`src/rtl/result_tx_formatter.sv`:
```
// Formats a 12-bit {remainder, quotient} divider result as "QQRrr\r\n" in ASCII
// and hands it to the UART transmitter one byte at a time.
module result_tx_formatter (
    input  logic        clk,
    input  logic        n_rst,
    input  logic        alu_done,
    input  logic [11:0] result,
    input  logic        tx_busy,
    output logic        tx_start,
    output logic [7:0]  tx_data,
    output logic        busy,
    output logic        overrun
);

    typedef enum logic [1:0] {
        IDLE      = 2'd0,
        SEND      = 2'd1,
        WAIT_ACK  = 2'd2,
        WAIT_DONE = 2'd3
    } state_t;

    localparam logic [2:0] LAST_IDX = 3'd6;

    state_t      state_q, state_d;
    logic [2:0]  idx_q, idx_d;
    logic [11:0] res_q, res_d;
    logic        tx_start_q, tx_start_d;
    logic [7:0]  tx_data_q, tx_data_d;
    logic        busy_q, busy_d;
    logic        ovr_q, ovr_d;

    function automatic logic [7:0] hex_char(input logic [3:0] n);
        if (n < 4'd10) begin
            return 8'h30 + {4'h0, n};
        end
        return 8'h37 + {4'h0, n};
    endfunction

    // High digits only carry two bits of the 6-bit field, so they top out at '3'.
    function automatic logic [7:0] char_at(input logic [2:0] idx, input logic [11:0] res);
        case (idx)
            3'd0:    return hex_char({2'b00, res[5:4]});
            3'd1:    return hex_char(res[3:0]);
            3'd2:    return 8'h52;
            3'd3:    return hex_char({2'b00, res[11:10]});
            3'd4:    return hex_char(res[9:6]);
            3'd5:    return 8'h0D;
            default: return 8'h0A;
        endcase
    endfunction

    always_ff @(posedge clk or negedge n_rst) begin
        if (!n_rst) begin
            state_q    <= IDLE;
            idx_q      <= 3'd0;
            res_q      <= 12'h000;
            tx_start_q <= 1'b0;
            tx_data_q  <= 8'h00;
            busy_q     <= 1'b0;
            ovr_q      <= 1'b0;
        end else begin
            state_q    <= state_d;
            idx_q      <= idx_d;
            res_q      <= res_d;
            tx_start_q <= tx_start_d;
            tx_data_q  <= tx_data_d;
            busy_q     <= busy_d;
            ovr_q      <= ovr_d;
        end
    end

    always_comb begin
        state_d    = state_q;
        idx_d      = idx_q;
        res_d      = res_q;
        tx_start_d = 1'b0;
        tx_data_d  = tx_data_q;
        busy_d     = busy_q;
        ovr_d      = ovr_q;

        // busy_q is still high on the WAIT_DONE->IDLE edge, so a result landing
        // on that edge is dropped and flagged like any other mid-line arrival.
        if (alu_done && busy_q) begin
            ovr_d = 1'b1;
        end

        case (state_q)
            IDLE: begin
                if (alu_done) begin
                    res_d   = result;
                    idx_d   = 3'd0;
                    ovr_d   = 1'b0;
                    busy_d  = 1'b1;
                    state_d = SEND;
                end
            end
            SEND: begin
                if (!tx_busy) begin
                    tx_data_d  = char_at(idx_q, res_q);
                    tx_start_d = 1'b1;
                    state_d    = WAIT_ACK;
                end
            end
            WAIT_ACK: begin
                if (tx_busy) begin
                    state_d = WAIT_DONE;
                end
            end
            WAIT_DONE: begin
                if (!tx_busy) begin
                    if (idx_q == LAST_IDX) begin
                        busy_d  = 1'b0;
                        state_d = IDLE;
                    end else begin
                        idx_d   = idx_q + 3'd1;
                        state_d = SEND;
                    end
                end
            end
            default: begin
                state_d = IDLE;
            end
        endcase
    end

    assign tx_start = tx_start_q;
    assign tx_data  = tx_data_q;
    assign busy     = busy_q;
    assign overrun  = ovr_q;

endmodule

```
`config.mk`:
```
export PLATFORM = sky130hd
export DESIGN_NAME = result_tx_formatter
export DESIGN_NICKNAME = d
export VERILOG_FILES = /design/src/rtl/result_tx_formatter.sv
export SDC_FILE = /design/constraint.sdc
export NUM_CORES = 1
export LEC_CHECK = 0
export ABC_AREA = 1
export BUFFER_PORTS_ARGS = -buffer_cell sky130_fd_sc_hd__buf_4
export CORE_MARGIN = 2
export CORE_UTILIZATION = 55
export DETAILED_ROUTE_END_ITERATION = 7
export PLACE_DENSITY_LB_ADDON = 0.1
export SLEW_MARGIN = 10
export SYNTH_ARGS = -nofsm -noshare
export SYNTH_HDL_FRONTEND = slang
export SYNTH_SLANG_ARGS = --single-unit
```
`constraint.sdc`:
```
create_clock -name clk -period 1.85 [get_ports clk]
set_clock_uncertainty 0.15 [all_clocks]
set_input_delay 0.2775 -clock clk [delete_from_list [all_inputs] [get_ports clk]]
set_output_delay 0.2775 -clock clk [all_outputs]
set_load 0.005 [all_outputs]
```
After elaboration in Yosys (flattened, before gate mapping)

Cells that the tools add are included.

Add/sub/neg operators: 9
Reduce and logical (&&, ||, !) cells: 9
Magnitude comparators: 4
Div/mod/pow operators: 0
Muxes and demuxes: 44
Bitwise logic cells: 1
$mul: 0
Shift operators: 0
Equality and inequality tests: 15

Operator list:

| kind                | count |
|---|---|
| $mux 8              | 8 |
| $pmux 8 s6          | 1 |
| $add 6x2->7 const A | 4 |
| $add 6x4->7 const A | 4 |
| $mux 1              | 25 |
| $ne 2x2->1 const B  | 6 |
| $reduce_and 4->1    | 3 |
| $eq 3x3->1 const B  | 3 |
| $mux 3              | 3 |
| $lt 2x4->1 const B  | 2 |
| $lt 4x4->1 const B  | 2 |
| $mux 2              | 4 |
| $pmux 2 s4          | 1 |
| $eq 3x2->1 const B  | 2 |
| $pmux 3 s2          | 1 |
| $eq 2x2->1 const B  | 2 |
| $reduce_and 2->1    | 2 |
| $add 3x1->3 const B | 1 |
| $eq 3x1->1 const B  | 1 |
| $logic_not 3->1     | 1 |
| $eq 2x1->1 const B  | 1 |
| $logic_not 2->1     | 1 |
| $pmux 1 s2          | 1 |
| $reduce_bool 2->1   | 1 |
| 2 further kinds     | 2 |

Register bits: 28
Latch bits: 0
Output and inout bits: 11
Bits of input ports: 16
Bits in writable memories: 0
Logic and storage cells: 89
Memories: 0
Bits in read-only memories: 0

Logic depth before layout (Yosys ltp)

Gate-level depths: netlist of run 1.

Word-level depth: 7
Depth in mapped cells: 10
Depth with buffers taken out: 10

Least setup slack after synthesis of run 1

No wires, ideal clock.

Path kind: register to register
Start: register idx_q[0]
End: register tx_data_q[1], in the netlist tx_data[1]
Data required time: 1583 ps
Period minus slack after synthesis: 1528 ps
Data arrival time: 1261 ps
Library setup time: 117 ps
Stages on the path, launching flop included: 11
Buffers on the path: 0
Setup slack: 322 ps
Path through: dfrtp_1 -> ha_1 -> ha_1 -> nand2_1 -> inv_1 -> nor2_1 -> nand2_1 -> nor2_1 -> nand2_1 -> nor2_1 -> nor2_1

Cells in the longest elaborated chain, start to end: 2
Elaborated cells on any way between the ends: 7
Those cells by class: 5 x eq/ne; 1 x mux; 1 x reduce/logical

Ends and longest elaborated chain:

| item                                     | RTL line | RTL |
|---|---|---|
| start: declaration                       | 25       | `logic [2:0] idx_q, idx_d;` |
| start signal: assignment                 | 63       | `idx_q <= idx_d;` |
| $eq 3x3->1, or another cell as far along | 41       | `case (idx)` |
| $pmux 8 s6 (*)                           | 41       |  |
| end signal: assignment                   | 66       | `tx_data_q <= tx_data_d;` |
| end: declaration                         | 28       | `logic [7:0] tx_data_q, tx_data_d;` |

Mark *: on every way between the ends. The rest lies on a longest branch, timed or not.
A chain may end at the register's enable or synchronous reset.

Final worst setup path of run 1

Ends and elaborated chain as after synthesis.

==> metrics.md, run 1 <==
| Metric | Value |
|---|---|
| Period utilization | `0.886` |
| Clock Power Share | `0.092` |
| Flops & latches, synth | `27` |
| Setup Viol. Count Final | `0` |
| Vias per Instance | `4.83` |
| Fmax achieved | `610 MHz` |
| Final Slew Violations | `0` |
| Number of library cell types mapped by synthesis | `21` |
| Inserted Diodes | `0` |
| Die area | `3370 sq um` |
| Fillers | `235` |
| Status | `complete, no violations` |
| Total gr overflow | `0` |
| Xor/xnor share of the synthesized area | `0` |
| Simple-gate portion of the synthesized area | `0.318` |
| Postcts setup bufs | `0` |
| CTS root buffer | `clkbuf_4` |
| Internal Pwr Total | `0.00155 W` |
| Mapped Area | `around 1600 sq um` |
| Layout cells sized above 1 | `0.188` |
| Critical path's top delay family | `simple AND/OR/NAND/NOR gates` |
| Largest net degree at the start of global routing | `28` |
| Detail Placement HPWL | `2370 um` |
| Initial antenna violation count | `0` |
| Mux share of post-synthesis cell area | `0` |
| Worst r2r path cells | `10` |
| Tmin final | `around 1.6 ns` |
| Via Count | `1406` |
| PortBufs | `25` |
| HP Start | `result[0]` |
| Critical Path Slowest Stage Cell | `dfrtp_1` |
| Sequential fraction of the synthesis area | `0.420` |
| Cell mode on critical path | `nor2_1` |
| Startpoint class of the critical path | `register` |
| Sw power | `0.00126 W` |
| RSZ-0062 raised after global routing | `false` |
| WL/cell | `roughly 11 um` |
| Sw Share | `0.449` |
| Synthesized Nets | `around 250` |
| Max IR drop VDD | `0.00105 V` |
| DRT iter0 DRCs | `between 70 and 80` |
| Crit path arrival time | `roughly 1.7 ns` |
| PD cells | `1430 nW/um^2` |
| Clock sink count | `27` |
| Warnings from Yosys | `0` |
| Nets | `288` |
| RD Place Congestion | `0.899` |
| CP Depth | `10` |
| # rows | `19` |
| Area contributors post-synth | `dfrtp_1 42%, nand2_1 18%, ha_1 8.6%, inv_1 5.8%, nand3_1 4.7%` |
| Core Area | `2760 sq um` |
| Logic pwr share | `0.539` |
| LEAKAGE | `1.04 nW` |
| I/O Pins | `27` |
| Inserted Clock Buffers | `3` |
| Hold WC Path Type | `in -> reg` |
| Sequential share of power | `0.369` |
| First-pass GRT wire length | `about 5700 um` |
| Synth Instances | `222` |
| R2r setup slk | `0.21 ns` |
| Overall power | `around 0.0028 W` |
| Clk buf depth | `2` |
| Syn_area_per_cell | `roughly 7.2 sq um` |
| Worst path required time | `1.94 ns` |
| Combinational family with the most area after synthesis | `simple AND/OR/NAND/NOR gates` |
| Critical path class | `reg -> reg` |
| TritonRoute pass-1 iters | `4` |
| Chip width | `around 58 um` |
| Die height | `a little under 60 um` |
| CTS clk-pin slew, worst paths | `about 0.14 ns` |
| Crit-path max FO | `5` |
| Final setup TNS | `0 ns` |
| Initial Util | `0.583` |
| Dominant cell type by area after synthesis | `dfrtp_1` |
| GRT Total Usage | `0.217` |
| Fin util | `0.711` |
| CTS-repair resized insts | `0` |
| Crit path buf inv count | `1` |
| Crit-path max cell delay | `approximately 0.43 ns` |
| Crit path capture type | `register` |
| Number of global-route vias before repair | `1337` |
| H-tree depth | `1` |
| Fraction of the mapped netlist area in adder cells | `0.0856` |
| Worst-Skew Late Latency | `roughly 0.33 ns` |
| Syn-to-layout area delta | `21.9%` |
| Max cap viols | `0` |
| Worst r2r dst | `tx_data[1]$_DFFE_PN0P_` |
| CP endpoint | `tx_data[1]$_DFFE_PN0P_` |
| Synth Area in Compound Gates | `0.0879` |
| Top-area cell type share of the netlist area | `0.420` |
| Hold Fails Final Rpt | `0` |
| CTS tree | `yes` |
| Crit-path cells | `ha_1, ha_1, nand2_1, inv_1, nor2_1, nand2_1, nor2_1, nand2_1, nor2_1, nor2_1` |
| R2R Path Start | `idx_q[0]$_DFFE_PN0P_` |
| Critical Path Source | `idx_q[0]$_DFFE_PN0P_` |
| Number of remaining DRC errors | `0` |
| Post-Route WL | `between 3000 and 4000 um` |
| Final antenna-violating net count | `0` |
-- stage by stage --
stage          setup WS, ns  std cells  hold WS, ns  instance area [sq um]
6_report              0.210        291       0.0124                   1960
5_1_grt              0.0421        291       0.0342                   1960
4_1_cts               0.193        291      0.00604                   1960
3_5_place_dp          0.230        276       0.0631                   1820
3_3_place_gp          0.270        276       0.0609                   1820
2_1_floorplan         0.322        222       -0.168                   1610
-- worst min-delay path, cell delays in order --
cell and delay [ns]:
buf_4 0.07, nand2_1 0.04, o21ai_0 0.06
-- power by group through the flow --
stage,clock (W),sequential (W),combinational (W)
final,0.000258,0.00104,0.00151
after global routing,0.000293,0.00107,0.00178
after CTS,0.000272,0.00104,0.00152
after detailed placement,0,0.00105,0.00150
after global placement,0,0.00105,0.00147
after floorplan,0,0.00102,0.00110
-- cell families (layout without fill, tap and decap cells) --
logic type	count (synthesis)	in the layout
flip-flops	27	27
AND/OR/NAND/NOR	122	122
AO/OA/AOI/OAI	26	26
adder cells (fa/ha/maj)	11	11
buffers and inverters	35	73
other	1	1
-- how the worst min path moves through the flow --
stage          cells past startpoint  slack, ns              endpoint
2_1_floorplan                      0      -0.17      busy$_DFFE_PN0P_
3_3_place_gp                       1       0.06  res_q[1]$_DFFE_PN0P_
3_5_place_dp                       1       0.06  res_q[1]$_DFFE_PN0P_
4_1_cts                            3      0.006  res_q[0]$_DFFE_PN0P_
5_1_grt                            3       0.03  res_q[0]$_DFFE_PN0P_
6_report                           3       0.01  res_q[0]$_DFFE_PN0P_
-- cells in the mapped netlist, drive strengths merged --
cell type	count
nand3	16
conb	1
a21oi	4
or2	1
nand2	79
nor2	25
o21ai	21
ha	11
inv	32
buf	3
dfrtp	27
nor3	1
o32ai	1
-- layer usage --
layer  track usage  routed length, um
met1         0.296               1530
met2         0.370               1520
met3        0.0469                117
met4        0.0199                  0
met5             0                  0
-- flip-flops by register name (all words and copies together) (netlist names) --
register,flops
busy,1
idx_q,3
overrun,1
res_q,12
state_q,2
tx_data,7
tx_start,1
-- cell type report --
class / instances / area (sq um) / share of cell area
inverters: 32 / 120 / 0.0613
clock buffers: 4 / 26.3 / 0.0134
well taps: 31 / 38.8 / 0.0198
flip-flops and latches: 27 / 676 / 0.345
multi-input cells: 160 / 795 / 0.405
repair buffers: 37 / 305 / 0.156
-- cells in the final DEF, fill, tap and decap left out --
cell type,n
nand2_2,3
ha_1,11
clkbuf_4,3
nor2_2,5
dlygate4sd3_1,11
nor3_2,1
o21ai_2,1
buf_4,26
o32ai_1,1
a21oi_1,3
conb_1,1
o21ai_0,15
nand3_2,1
dfrtp_1,27
nand2_1,76
inv_2,7
clkbuf_1,1
nand3_1,15
or2_2,1
a21oi_2,1
inv_1,25
nor2_1,20
o21ai_1,5
-- what timing repair did --
action                                  4_1_cts  5_1_grt
hold buffers                                 11        0
endpoints found under the hold margin        37        0
endpoints found under the setup margin        0        0
(Power assumes the default switching activity.)
==> run 2: changes to the inputs <==
- CELL_PAD_IN_SITES_DETAIL_PLACEMENT: unset -> 0
- CELL_PAD_IN_SITES_GLOBAL_PLACEMENT: unset -> 1
- CORE_UTILIZATION: 55 -> 40
- SETUP_SLACK_MARGIN: unset -> 0.4
- TNS_END_PERCENT: unset -> 1
==> run 2 against run 1 <==
Register-to-register slack improved by 0.04 ns. Power increased by 5.9%. Final cell count increased by 3.8%. Via count fell by 1.2%. Global-route usage decreased by 5.7 points. Worst setup slack better by 0.039 ns. Maximum frequency increased by 2.5%. Sequential power barely moved. Utilization decreased by 21 points. Worst hold slack improved by 0.022 ns. Flip-flop and latch count is the same. Die area is 35% higher. Highest routed layer is now met4.
==> metrics.md, run 2 (synthesized netlist as in run 1, its figures left out) <==
| Metric | Value |
|---|---|
| Crit path capture type | `register` |
| PD cells | `1520 nW/um^2 (+5.9%)` |
| Final Slew Violations | `0 (unchanged)` |
| Hold WC Path Type | `in -> reg` |
| CTS root buffer | `clkbuf_8` |
| Crit-path max FO | `5 (unchanged)` |
| Core Area | `3940 sq um (+43%)` |
| GRT Total Usage | `0.160 (-0.0572)` |
| Reg with most FFs | `res_q` |
| Fmax achieved | `625 MHz (+2.5%)` |
| Startpoint class of the critical path | `register` |
| Via Count | `1389 (-1.2%)` |
| Die area | `4540 sq um (+35%)` |
| First-pass GRT wire length | `5540 um (-2.2%)` |
| Fillers | `433 (+84%)` |
| PortBufs | `25 (unchanged)` |
| Number of remaining DRC errors | `0 (unchanged)` |
| Largest net degree at the start of global routing | `28 (unchanged)` |
| Critical Path Slowest Stage Cell | `dfrtp_1` |
| TritonRoute pass-1 iters | `4 (unchanged)` |
| Number of global-route vias before repair | `1276 (-4.6%)` |
| Clock sink count | `27 (unchanged)` |
| Crit path arrival time | `1.62 ns (-0.11 ns)` |
| Total gr overflow | `0 (unchanged)` |
| DRT iter0 DRCs | `81 (+8.0%)` |
| Crit path buf inv count | `1 (unchanged)` |
| Period utilization | `0.865 (-0.0213)` |
| Post-route cell area | `1960 sq um (unchanged)` |
| Initial Util | `0.408 (-0.175)` |
| Worst path required time | `1.87 ns (-0.07 ns)` |
| Syn-to-layout area delta | `21.9% (unchanged)` |
| H-tree depth | `1 (unchanged)` |
| Status | `complete, no violations` |
| Detail Placement HPWL | `2580 um (+8.8%)` |
| Setup Viol. Count Final | `0 (unchanged)` |
| Critical path's top delay family | `simple AND/OR/NAND/NOR gates` |
| LEAKAGE | `1.00 nW (-3.2%)` |
| Worst slack, placed | `0.235 ns (+0.00437 ns)` |
| CTS clk-pin slew, worst paths | `0.10 ns (-0.04 ns)` |
| Max cap viols | `0 (unchanged)` |
| CTS tree | `yes` |
| Final antenna-violating net count | `0 (unchanged)` |
| Tmin final | `1.60 ns (-0.0394 ns)` |
| Initial antenna violation count | `0 (unchanged)` |
| Critical path class | `reg -> reg` |
| RD Place Congestion | `0.812 (-9.6%)` |
| Final setup TNS | `0 ns (unchanged)` |
| Commonest non-fill, non-tap cell in the layout | `nand2_1` |
| Max IR drop VDD | `0.000610 V (-42%)` |
| Chip width | `67.4 um (+16%)` |
| Crit-path cells | `ha_2, ha_4, nand2_1, inv_1, nor2_1, nand2_1, nor2_1, nand2_1, nor2_1, nor2_1` |
| Placed inst area | `1870 sq um (+2.5%)` |
| Layout cells sized above 1 | `0.238 (+0.0496)` |
| Non-filler instance count after layout | `302 (+3.8%)` |
| Crit-path max cell delay | `0.42 ns (about the same)` |
| Worst-Skew Late Latency | `0.27 ns (-0.06 ns)` |
| Clk buf depth | `2 (unchanged)` |
| RSZ-0062 raised after global routing | `true` |
| Nets | `280 (-2.8%)` |
| Slack of the critical path | `0.250 ns (+0.0395 ns)` |
| Inserted Clock Buffers | `3 (unchanged)` |
| Largest register FFs | `12 (unchanged)` |
| Hold Fails Final Rpt | `0 (unchanged)` |
| # placed instances | `296 (+7.2%)` |
| # rows | `23 (+4)` |
| Cell mode on critical path | `nor2_1` |
| Commonest non-fill, non-tap cells in the layout | `76 x nand2_1, 27 x buf_4, 26 x dfrtp_1, 23 x inv_1, 20 x nor2_1` |
| Vias per Instance | `4.60 (-4.8%)` |
| Post-Route WL | `3310 um (+4.3%)` |
| Worst hold slack | `0.0342 ns (+0.0218 ns)` |
| I/O Pins | `27 (unchanged)` |
| Die height | `67.4 um (+16%)` |
| Inserted Diodes | `0 (unchanged)` |
| WL/cell | `11.0 um (+0.45%)` |
-- run 2: changes by cell type in the layout (fill, tap and decap cells not counted), sizes merged --
cell / before / now
dlygate4sd3: 11 / 1
buf: 26 / 28
-- run 2: what timing repair did --
action | in CTS | in global routing
setup buffers | 0 | 1
hold buffers | 1 | 0
endpoints found under the hold margin | 27 | 0
pin swaps | 1 | 1
resized for setup | 4 | 6
setup endpoints to repair | 26 | 26
-- run 2: worst reg2reg max path, delay by kind of cell (launching register included) --
kind | cells | cell delay (ns)
and+or+nand+nor | 7 | 0.52
DFF | 1 | 0.42
adders and majority gates | 2 | 0.39
buffers and inverters | 1 | 0.03
-- run 2: cell type report --
cell class,count,area (sq um),share of cell area
Clock buffer,4,45.0,0.0230
Inverter,32,120,0.0613
Multi-Input combinational cell,160,832,0.424
Sequential cell,27,677,0.345
Tap cell,50,62.6,0.0319
Timing Repair Buffer,29,224,0.114
-- run 2: per-stage QoR --
step / total power, W / utilization
global route: 0.00328 / 0.497
detailed placement: 0.00260 / 0.474
global placement: 0.00260 / 0.474
floorplan: 0.00212 / -
finish: 0.00297 / 0.497
CTS: 0.00298 / 0.491
-- run 2: path summary, 6_finish.rpt --
check / slack (ns) / depth (start not counted) / startpoint / end
setup / recovery: 0.25 / 10 / idx_q[1]$_DFFE_PN0P_ / tx_data[1]$_DFFE_PN0P_
hold / removal: 0.03 / 3 / result[4] / res_q[4]$_DFFE_PN0P_
setup reg to reg: 0.25 / 10 / idx_q[1]$_DFFE_PN0P_ / tx_data[1]$_DFFE_PN0P_
hold reg to reg: 0.34 / 2 / tx_data[2]$_DFFE_PN0P_ / tx_data[2]$_DFFE_PN0P_
max in group asynchronous: 0.99 / 2 / n_rst / idx_q[2]$_DFFE_PN0P_
min in group asynchronous: 0.29 / 2 / n_rst / res_q[0]$_DFFE_PN0P_
-- run 2: routing by layer --
metal  GRT usage  vias to the layer above  share of wire
met2       0.260                       21           0.45
met3      0.0250                        2          0.031
li1            -                      744              -
met1       0.223                      622           0.51
met5           0                        -              0
met4      0.0383                        0         0.0060
-- run 2: power breakdown --
part           internal, W  total [W]  switching, W  leakage, nW
Clock             0.000155   0.000348      0.000194       0.0228
Sequential        0.000847    0.00105      0.000202        0.332
Combinational     0.000653    0.00158      0.000923        0.651
==> run 3: changes to the inputs <==
- CORE_MARGIN: 2 -> unset
==> run 3 against run 2 <==
Worst hold slack improved by 0.0023 ns. Sequential power barely moved. Worst setup slack got worse by 0.019 ns. Clock-buffer cell count fell by 1. Flip-flop and latch count did not move. First-iteration DRC count fell by 21%. Clock power fell by 2%. Utilization rose by 2.0 points. Sequential share of layout area rose by 0.15 points. Critical path depth did not move. Via count fell by 0.43%. Non-clock buffer count did not move.
==> metrics.md, run 3 (synthesized netlist as in run 1, its figures left out) <==
| Metric | Value |
|---|---|
| DRT iter0 DRCs | `64 (-21%)` |
| GRT Total Usage | `0.177 (+0.0171)` |
| CTS clk-pin slew, worst paths | `0.10 ns (about the same)` |
| Status | `complete, no violations` |
| Vias per Instance | `4.61 (+0.23%)` |
| Period utilization | `0.875 (+0.0104)` |
| WL/cell | `10.8 um (-1.4%)` |
| Max IR drop VDD | `0.000556 V (-8.9%)` |
| Largest net degree at the start of global routing | `28 (unchanged)` |
| Number of remaining DRC errors | `0 (unchanged)` |
| Worst slack, placed | `0.226 ns (-0.00902 ns)` |
| Clock sink count | `27 (unchanged)` |
| Detail Placement HPWL | `2510 um (-3.0%)` |
| First-pass GRT wire length | `5820 um (+5.1%)` |
| Largest register FFs | `12 (unchanged)` |
| Fmax achieved | `618 MHz (-1.2%)` |
| Syn-to-layout area delta | `21.4%` |
| Reg with most FFs | `res_q` |
| Final Slew Violations | `0 (unchanged)` |
| Initial antenna violation count | `0 (unchanged)` |
| RD Place Congestion | `0.817 (+0.60%)` |
| TritonRoute pass-1 iters | `4 (unchanged)` |
| HP Start | `result[11]` |
| H-tree depth | `1 (unchanged)` |
| Die area | `4280 sq um (-5.8%)` |
| Via Count | `1383 (-0.43%)` |
| PortBufs | `25 (unchanged)` |
| Hold WC Path Type | `in -> reg` |
| Commonest non-fill, non-tap cells in the layout | `76 x nand2_1, 27 x buf_4, 26 x dfrtp_1, 25 x inv_1, 18 x nor2_1` |
| Slack of the critical path | `0.231 ns (-0.0192 ns)` |
| Crit path capture type | `register` |
| CTS tree | `yes` |
| Number of global-route vias before repair | `1322 (+3.6%)` |
| R2R Path Start | `idx_q[0]$_DFFE_PN0P_` |
| Commonest non-fill, non-tap cell in the layout | `nand2_1` |
| Nets | `280 (unchanged)` |
| Layout cells sized above 1 | `0.234 (-0.00397)` |
| Tmin final | `1.62 ns (+0.0192 ns)` |
| RSZ-0062 raised after global routing | `true` |
| Startpoint class of the critical path | `register` |
| Crit path arrival time | `1.65 ns (+0.03 ns)` |
| Max cap viols | `0 (unchanged)` |
| Critical Path Source | `idx_q[0]$_DFFE_PN0P_` |
| Critical path class | `reg -> reg` |
| Worst-Skew Late Latency | `0.28 ns (about the same)` |
| Die height | `65.4 um (-3.0%)` |
| LEAKAGE | `1.01 nW (+0.74%)` |
| Inserted Diodes | `0 (unchanged)` |
| Total gr overflow | `0 (unchanged)` |
| Worst path required time | `1.88 ns (about the same)` |
| Inserted Clock Buffers | `3 (unchanged)` |
| Hold Fails Final Rpt | `0 (unchanged)` |
| CTS root buffer | `clkbuf_8` |
| I/O Pins | `27 (unchanged)` |
| Post-Route WL | `3240 um (-2.1%)` |
| Chip width | `65.4 um (-3.0%)` |
| Final antenna-violating net count | `0 (unchanged)` |
| # rows | `22 (-4.3%)` |
| Crit-path max FO | `5 (unchanged)` |
| Final setup TNS | `0 ns (unchanged)` |
| Non-filler instance count after layout | `300 (-0.66%)` |
| Core Area | `3770 sq um (-4.3%)` |
| Initial Util | `0.426 (+0.0185)` |
| Clk buf depth | `2 (unchanged)` |
| PD cells | `1510 nW/um^2 (-0.15%)` |
| # placed instances | `294 (-0.68%)` |
| Overall power | `0.00296 W (-0.60%)` |
| Setup Viol. Count Final | `0 (unchanged)` |
run 3: cell types whose count changed in the layout (fill, tap and decap cells not counted), sizes merged:
cell	change
clkbuf	-1
clkinv	+1
run 3: path summary, 6_finish.rpt:
path | end | slack, ns | cells after the start
worst max-delay path | tx_data[1]$_DFFE_PN0P_ | 0.23 | 10
worst min-delay path | res_q[11]$_DFFE_PN0P_ | 0.04 | 3
worst max register to register | tx_data[1]$_DFFE_PN0P_ | 0.23 | 10
worst min register to register | res_q[11]$_DFFE_PN0P_ | 0.34 | 2
max in group asynchronous | idx_q[2]$_DFFE_PN0P_ | 0.98 | 2
min in group asynchronous | res_q[1]$_DFFE_PN0P_ | 0.29 | 2
run 3: layer usage:
metal	GRT usage	part of all wire
met1	0.241	0.51
met2	0.282	0.44
met3	0.0382	0.033
met4	0.0462	0.013
met5	0	0
run 3: report_power, final:
part / internal [W] / total (W) / switching, W
clock: 0.000151 / 0.000342 / 0.000191
combinational: 0.000646 / 0.00157 / 0.000923
sequential: 0.000848 / 0.00104 / 0.000197
total: 0.00165 / 0.00296 / 0.00131
run 3: critical path: stages (launching register included):
cell and delay [ns]:
dfrtp_1 0.42, ha_2 0.21, ha_4 0.17, nand2_1 0.06, inv_1 0.03, nor2_1 0.07
nand2_1 0.07, nor2_2 0.08, nand2_1 0.07, nor2_1 0.13, nor2_1 0.05
run 3: per-stage QoR:
step,utilization,hold slack (ns),area (sq um)
final,0.518,0.0365,1950
after global routing,0.518,0.0326,1950
after CTS,0.510,0.0270,1920
after detailed placement,0.495,0.0709,1870
after global placement,0.495,0.0683,1870
after floorplan,-,-0.168,1620
run 3: area by class of cell:
cell class / instances / area, sq um
multi-input cells: 160 / 825
fillers: 372 / 1820
clock inverters: 1 / 5.00
inverters: 32 / 120
clock buffers: 3 / 41.3
well taps: 48 / 60.1
repair buffers: 29 / 224
flip-flops and latches: 27 / 677
run 3: timing repair:
| action | in CTS | in global routing |
|---|---|---|
| pin swaps | 0 | 3 |
| setup buffers | 0 | 1 |
| hold endpoints to repair | 27 | 0 |
| endpoints found under the setup margin | 25 | 25 |
| hold buffers | 1 | 0 |
| resized for setup | 0 | 7 |
